===== config.mk =====
export PLATFORM = sky130hd
export DESIGN_NAME = shift_extend_unit
export DESIGN_NICKNAME = d
export VERILOG_FILES = /design/src/rtl/shift_extend_unit.sv
export SDC_FILE = /design/constraint.sdc
export NUM_CORES = 1
export LEC_CHECK = 0
export ABC_CLOCK_PERIOD_IN_PS = 5250
export BUFFER_PORTS_ARGS = -buffer_cell sky130_fd_sc_hd__buf_2
export CAP_MARGIN = 20
export CORE_MARGIN = 1
export CORE_UTILIZATION = 40
export CTS_CLUSTER_SIZE = 30
export DETAILED_ROUTE_END_ITERATION = 16
export SLEW_MARGIN = 20
export SYNTH_ARGS = -nofsm -noshare
export SYNTH_HDL_FRONTEND = slang
export SYNTH_SLANG_ARGS = --single-unit
export TNS_END_PERCENT = 1

===== constraint.sdc =====
create_clock -name clk -period 5.25 [get_ports clk]
set_clock_uncertainty 0.05 [all_clocks]
set_input_delay 0.7875 -clock clk [delete_from_list [all_inputs] [get_ports clk]]
set_output_delay 0.7875 -clock clk [all_outputs]
set_load 0.03 [all_outputs]

===== src/rtl/shift_extend_unit.sv =====
// Multi-cycle shift/extend unit: SLL/SRL/SRA executed STEP bits per cycle,
// byte/half zero/sign extension and pass-through completed in a single cycle.
module shift_extend_unit #(
    parameter int WIDTH = 32,
    parameter int STEP  = 1
) (
    input  logic                       clk,
    input  logic                       rst_n,
    input  logic                       start,
    input  logic [2:0]                 op,
    input  logic [WIDTH-1:0]           src,
    input  logic [$clog2(WIDTH)-1:0]   shamt,
    output logic                       busy,
    output logic                       done,
    output logic [WIDTH-1:0]           result
);

    localparam int SHAMT_W = $clog2(WIDTH);
    // One extra bit so that STEP == WIDTH is representable in the step comparison.
    localparam int CNT_W   = SHAMT_W + 1;
    localparam logic [CNT_W-1:0] STEP_C = CNT_W'(STEP);

    localparam logic [2:0] OP_SLL    = 3'd0;
    localparam logic [2:0] OP_SRL    = 3'd1;
    localparam logic [2:0] OP_SRA    = 3'd2;
    localparam logic [2:0] OP_ZEXT_H = 3'd3;
    localparam logic [2:0] OP_SEXT_H = 3'd4;
    localparam logic [2:0] OP_ZEXT_B = 3'd5;
    localparam logic [2:0] OP_SEXT_B = 3'd6;
    localparam logic [2:0] OP_PASS   = 3'd7;

    typedef enum logic [1:0] {
        ST_IDLE  = 2'd0,
        ST_SHIFT = 2'd1,
        ST_DONE  = 2'd2
    } state_t;

    state_t             state_q, state_d;
    logic [2:0]         op_q, op_d;
    logic [WIDTH-1:0]   acc_q, acc_d;
    logic [CNT_W-1:0]   cnt_q, cnt_d;
    logic [WIDTH-1:0]   result_q, result_d;
    logic               busy_q, done_q;

    logic               accept_s;
    logic [CNT_W-1:0]   step_amt_s;
    logic [WIDTH-1:0]   shifted_s;

    function automatic logic [WIDTH-1:0] ext_fn(input logic [2:0] o, input logic [WIDTH-1:0] s);
        logic [WIDTH-1:0] r;
        case (o)
            OP_ZEXT_H: r = {{(WIDTH-16){1'b0}}, s[15:0]};
            OP_SEXT_H: r = {{(WIDTH-16){s[15]}}, s[15:0]};
            OP_ZEXT_B: r = {{(WIDTH-8){1'b0}}, s[7:0]};
            OP_SEXT_B: r = {{(WIDTH-8){s[7]}}, s[7:0]};
            OP_PASS:   r = s;
            default:   r = s;   // shift ops with a zero amount
        endcase
        return r;
    endfunction

    function automatic logic [WIDTH-1:0] shift_fn(input logic [2:0] o, input logic [WIDTH-1:0] a,
                                                  input logic [CNT_W-1:0] amt);
        logic [WIDTH-1:0] r;
        case (o)
            OP_SLL:  r = a << amt;
            OP_SRL:  r = a >> amt;
            OP_SRA:  r = $signed(a) >>> amt;
            default: r = a;
        endcase
        return r;
    endfunction

    assign accept_s = start && ((state_q == ST_IDLE) || (state_q == ST_DONE));

    // Per-cycle shift amount min(STEP, cnt) and the resulting accumulator value.
    always_comb begin
        step_amt_s = STEP_C;
        if (cnt_q <= STEP_C) begin
            step_amt_s = cnt_q;
        end else begin
            step_amt_s = STEP_C;
        end
        shifted_s = shift_fn(op_q, acc_q, step_amt_s);
    end

    // Next-state logic for the FSM and datapath registers.
    always_comb begin
        state_d  = state_q;
        op_d     = op_q;
        acc_d    = acc_q;
        cnt_d    = cnt_q;
        result_d = result_q;
        case (state_q)
            ST_IDLE, ST_DONE: begin
                if (accept_s) begin
                    op_d = op;
                    if ((op <= OP_SRA) && (shamt != {SHAMT_W{1'b0}})) begin
                        acc_d   = src;
                        cnt_d   = {1'b0, shamt};
                        state_d = ST_SHIFT;
                    end else begin
                        result_d = ext_fn(op, src);
                        state_d  = ST_DONE;
                    end
                end else begin
                    state_d = ST_IDLE;
                end
            end
            ST_SHIFT: begin
                acc_d = shifted_s;
                cnt_d = cnt_q - step_amt_s;
                if (cnt_q <= STEP_C) begin
                    result_d = shifted_s;
                    state_d  = ST_DONE;
                end else begin
                    state_d  = ST_SHIFT;
                end
            end
            default: begin
                state_d = ST_IDLE;
            end
        endcase
    end

    // State, datapath and registered status outputs.
    always_ff @(posedge clk or negedge rst_n) begin
        if (!rst_n) begin
            state_q  <= ST_IDLE;
            op_q     <= 3'd0;
            acc_q    <= {WIDTH{1'b0}};
            cnt_q    <= {CNT_W{1'b0}};
            result_q <= {WIDTH{1'b0}};
            busy_q   <= 1'b0;
            done_q   <= 1'b0;
        end else begin
            state_q  <= state_d;
            op_q     <= op_d;
            acc_q    <= acc_d;
            cnt_q    <= cnt_d;
            result_q <= result_d;
            busy_q   <= (state_d == ST_SHIFT);
            done_q   <= (state_d == ST_DONE);
        end
    end

    assign busy   = busy_q;
    assign done   = done_q;
    assign result = result_q;

endmodule


---- Word level (Yosys, flattened, before mapping) ----
Index checks and enable logic that the tools add are counted.
word-level totals
  flip-flop bits (word level) ............. 77
  input port bits ......................... 43
operators by class
  $add $sub $neg .......................... 1
  order comparisons ....................... 2
  equality and inequality tests ........... 14
  shifts and indexed selects .............. 3
  muxes and demuxes ....................... 17
  reductions and logical operators ........ 11
operators with widths
  kind                                                                   number
  32-bit 2-to-1 mux                                                      5
  32-bit one-hot mux with 2 select lines                                 2
  32-bit one-hot mux with 4 select lines                                 1
  32-bit one-hot mux with 3 select lines                                 1
  32-bit by 6-bit left shift with 32-bit output                          1
  32-bit by 6-bit right shift with 32-bit output                         1
  32-bit by 6-bit >>> shifter with 32-bit output                         1
  6-bit 2-to-1 mux                                                       3
  6-bit one-hot mux with 2 select lines                                  1
  3-bit equality test, second input constant                             3
  2-bit != test, second input constant                                   4
  3-bit by 2-bit equality test with 1-bit output, second input constant  2
  6-bit by 1-bit <= comparator with 1-bit output, second input constant  1
  2-bit 2-to-1 mux                                                       3
  6-bit subtractor                                                       1
  5-bit nonzero test                                                     1
  2-bit by 1-bit equality test with 1-bit output, second input constant  2
  2-bit equality test, second input constant                             2
  2-bit one-hot mux with 2 select lines                                  1
  4-bit AND reduction                                                    1
  3-bit by 1-bit equality test with 1-bit output, second input constant  1
  3-bit by 2-bit <= comparator with 1-bit output, second input constant  1
  3-bit logical NOT                                                      1
  3-bit AND reduction                                                    1
  other kinds (6)                                                        7

---- Logic depth before layout (Yosys ltp) ----
  depth in word-level cells ............... 6
  gate-level depth with buffers ........... 8

---- Least setup slack after synthesis ----
Ideal clock, no wire load.
  path type ............................... input-to-reg
  start ................................... input op[1]
  end ..................................... register cnt_q[4]
  setup time .............................. 0.126 ns
  arrival ................................. 2.057 ns
  path slack .............................. 3.017 ns
  stages on the path ...................... 7
  buffers on the path ..................... 2
  path through ............................ clkbuf_1 -> a21o_1 -> a211o_1 -> buf_2 -> nand2_1 -> o21ai_0 -> a221o_1
between the ends
  longest elaborated chain between the ends .. 4
ends and longest elaborated chain
  item                                            line  RTL
  start, declared                                 10    input logic [2:0] op,
  3-bit by 2-bit <= comparator with 1-bit output  98    if ((op <= OP_SRA) && (shamt != {SHAMT_W{1'b0}})) begin
  1-bit logical AND                               98
  2-bit != test (no source line)                  n/a
  3-bit AND reduction (no source line)            n/a
  end signal, assigned                            132   cnt_q <= {CNT_W{1'b0}};
  end signal, assigned                            140   cnt_q <= cnt_d;
  end, declared                                   41    logic [CNT_W-1:0] cnt_q, cnt_d;
No other way between the ends.
A chain may end at the register's enable or synchronous reset.

---- Worst setup path after layout ----
  start ................................... register op_q[1]
  end ..................................... register acc_q[30]
between the ends
  longest elaborated chain between the ends .. 3
ends and longest elaborated chain
  item                                                                    line  RTL
  start, declared                                                         39    logic [2:0] op_q, op_d;
  start signal, assigned                                                  138   op_q <= op_d;
  3-bit by 2-bit equality test with 1-bit output (tied with other cells)  65    case (o)
  32-bit one-hot mux with 3 select lines *                                65
  32-bit one-hot mux with 2 select lines *                                94    case (state_q)
  end signal, assigned                                                    131   acc_q <= {WIDTH{1'b0}};
  end, declared                                                           40    logic [WIDTH-1:0] acc_q, acc_d;
Every way passes the cells marked *; elsewhere a longest branch is shown, timed or not.

==> impl_results.md <==
* Crit-path max FO at 58
* First-pass GRT wire length at 18900 µm
* Min Hold Slack at 0.415 ns
* Synth Area in XOR/XNOR at 0.395%
* DRC at 0
* Num CTS Buffers at 9
* Unrepaired setup endpoints after global routing: false
* CTS tree: done
* Commonest cells post-synth: dfrtp_1, nor2_1, o21ai_0
* Max-cap viol count at 0
* Via-per-instance ratio at 5.81
* GRT Residual Overflow at 0
* FF+latch count, synth at 77
* Simple-gate share of the synthesized area at 14.9%
* Post-Syn Instances at 499
* Delay of the slowest cell on the worst path at 0.81 ns
* Placeable Area at 10800 µm²
* Crit. End Element: flip-flop
* Tmin final at 2.73 ns
* Largest family of logic cells by synthesized area: compound AO/OA/AOI/OAI gates
* Cell Area, Synth at 4430 µm²
* Initial antenna violation count at 0
* Synthesized Nets at 543
* Post-CTS Repair Setup Buffers at 0
* Mux contribution to synthesized area at 5.76%
* DIE HEIGHT at 107 µm
* CP Launch Type: flip-flop
* Required @ worst endpoint at 5.48 ns
* Synth warn at 0
* Vias in the first global route at 3713
* Top cell type's share of synthesized area at 43.5%
* Reg2Reg Setup Slack at 2.52 ns
* Total die area at 11500 µm²
* Iter 0 DRT Violations at 296
* Leakage at 2.11 nW
* Initial core utilization at 40.9%
* Worst-Skew Late Latency at 0.34 ns
* Final hold vios at 0
* Synth unique cells at 51
* Max Slew Vio Count at 0
* Largest net degree at the start of global routing at 78
* Hold crit path type: in2async
* I/O Pins at 77
* Setup Crit Path Kind: reg2reg
* # rows at 38
* RePlAce Congestion at 0.836
* EDFF count, synth at 0
* First drt pass iteration count at 4
* Fin Setup TNS at 0 ns
* Synth area leaders: dfrtp_1, o21ai_0, nor2_1
* Peak VDD IR at 0.270 mV
* GR Util met3 at 4.66%
* Share of cells above drive strength 1 at 21.4%
* Syn-to-layout area delta at 14.3%
* Post-synth top area cell: dfrtp_1
* Longest Clk Path Bufs at 2
* WL/cell at 17.0 µm
* Fillcell total at 1113
* GR Util met2 at 32.9%
* Detail Route Antenna Nets at 0
* Synth Area in Compound Gates at 30.5%
* DP Wirelength at 7630 µm
* PwrDens at 702 nW/µm²
* Post-synthesis sequential area ratio at 43.5%
* Setup violators final at 0
* Ys async rst share at 100%
* ANT cells at 0
* CP Cell Sequence: a21oi_1 > a21boi_4 > nor2_1 > a211oi_1 > o22a_1
* Main synth FF type: dfrtp_1
* Clk pin slew, worst setup/hold paths at 0.09 ns
* Adder-Cell Fraction of Synth Area at 0.282%
* Timing-limited maximum frequency at 367 MHz
* Worst endpoint data arrival time at 2.96 ns
* Total track usage at 20.9%
* Normalized max-slew margin at 28.1%
* M1 GR Usage at 29.4%
* Syn_area_per_cell at 8.88 µm²
* Cell with the most instances after synthesis: dfrtp_1
* Clock sinks at 77
* Buffers on Ports at 76
* Die Width at 107 µm
* Fin nets at 594
* Clk root buf: clkbuf_8
* Cts hold-fix bufs at 0
* Worst-margin pin slew at 1.08 ns
* Final Cycle Share at 52.0%
* Slowest-stage cell, CP: a21boi_4
* Vias after detailed routing at 4036
* Outcome: finished clean
* Most Crowded Layer GR: met2
* Final wirelength at 11800 µm
* H-tree depth at 3
* Post-cts resize count at 0
==> critical path, delay by kind of cell, from the launching register on <==
kind	cells	cell delay, ns
compound gates	4	1.73
flops	1	0.78
simple gates	1	0.08
==> power by group <==
| part | internal, mW | leakage (nW) | switching [mW] | total [mW] |
|---|---|---|---|---|
| logic | 0.715 | 1.12 | 1.17 | 1.89 |
| clock network | 0.230 | 0.103 | 0.217 | 0.447 |
| registers | 0.893 | 0.889 | 0.326 | 1.22 |
==> cells in the final DEF, fill, tap and decap left out, types with 2 or more instances in the layout <==
cell type / n
a211oi_1: 7
o221a_2: 8
dfrtp_1: 76
buf_4: 5
o32a_1: 8
nand2_1: 28
nor3_1: 4
clkinv_2: 4
buf_2: 75
nor2b_1: 4
clkbuf_8: 11
a21oi_1: 39
o221ai_1: 10
nor2_1: 74
nand3_1: 9
mux2_2: 4
nand2b_1: 4
and2_1: 8
o211ai_1: 8
inv_1: 4
a31oi_1: 22
o21ai_0: 59
mux2i_1: 21
a21o_1: 4
o31ai_1: 3
o22a_1: 12
a211o_1: 2
a22oi_1: 2
nor4_1: 2
o22ai_1: 12
==> cell type report <==
cell class	instances	area [µm²]	share of cell area (%)
clock buffer	11	141	2.79
sequential	77	1930	38.1
tap	140	175	3.46
clock inverter	5	50.0	0.988
timing repair buffer	82	438	8.65
inverter	4	15.0	0.296
multi-input combinational	376	2320	45.8
==> worst paths after layout <==
kind / cells past startpoint / start / end
max in group asynchronous: 1 / rst_n / op_q[1]
worst max register to register: 5 / op_q[1] / acc_q[30]
worst max-delay path: 5 / op_q[1] / acc_q[30]
min in group clk: 1 / result[9] / result[9]
worst min register to register: 1 / result[9] / result[9]
worst min-delay path: 1 / rst_n / result[10]
==> sequential cells by signal (all words and copies together), names as in the netlist <==
name     cells
acc_q       32
result      32
op_q         3
busy         1
state_q      2
cnt_q        6
done         1
==> through the flow <==
step           power [mW]  cell area (µm²)  cells  worst slack, ns  util, %
5_1_grt              3.84             5060    695             2.30     46.7
2_1_floorplan        2.64             4430    499             3.02        -
4_1_cts              3.57             5050    694             2.51     46.6
3_3_place_gp         3.07             4860    678             2.40     44.8
6_report             3.55             5060    695             2.52     46.7
3_5_place_dp         3.11             4860    678             2.36     44.8
==> logic make-up after synthesis <==
family          Yosys count
fa+ha+maj                 1
compound gates          205
buf+inv                  46
flops                    77
xor+xnor                  2
simple gates            143
mux                      25
==> layer usage <==
| metal | up-vias | wire length, µm |
|---|---|---|
| li1 | 1964 | - |
| met1 | 1977 | 5680 |
| met2 | 93 | 5530 |
| met3 | 2 | 571 |
| met4 | 0 | 47 |
| met5 | - | 0 |
Power figures use the tool's default switching activity.
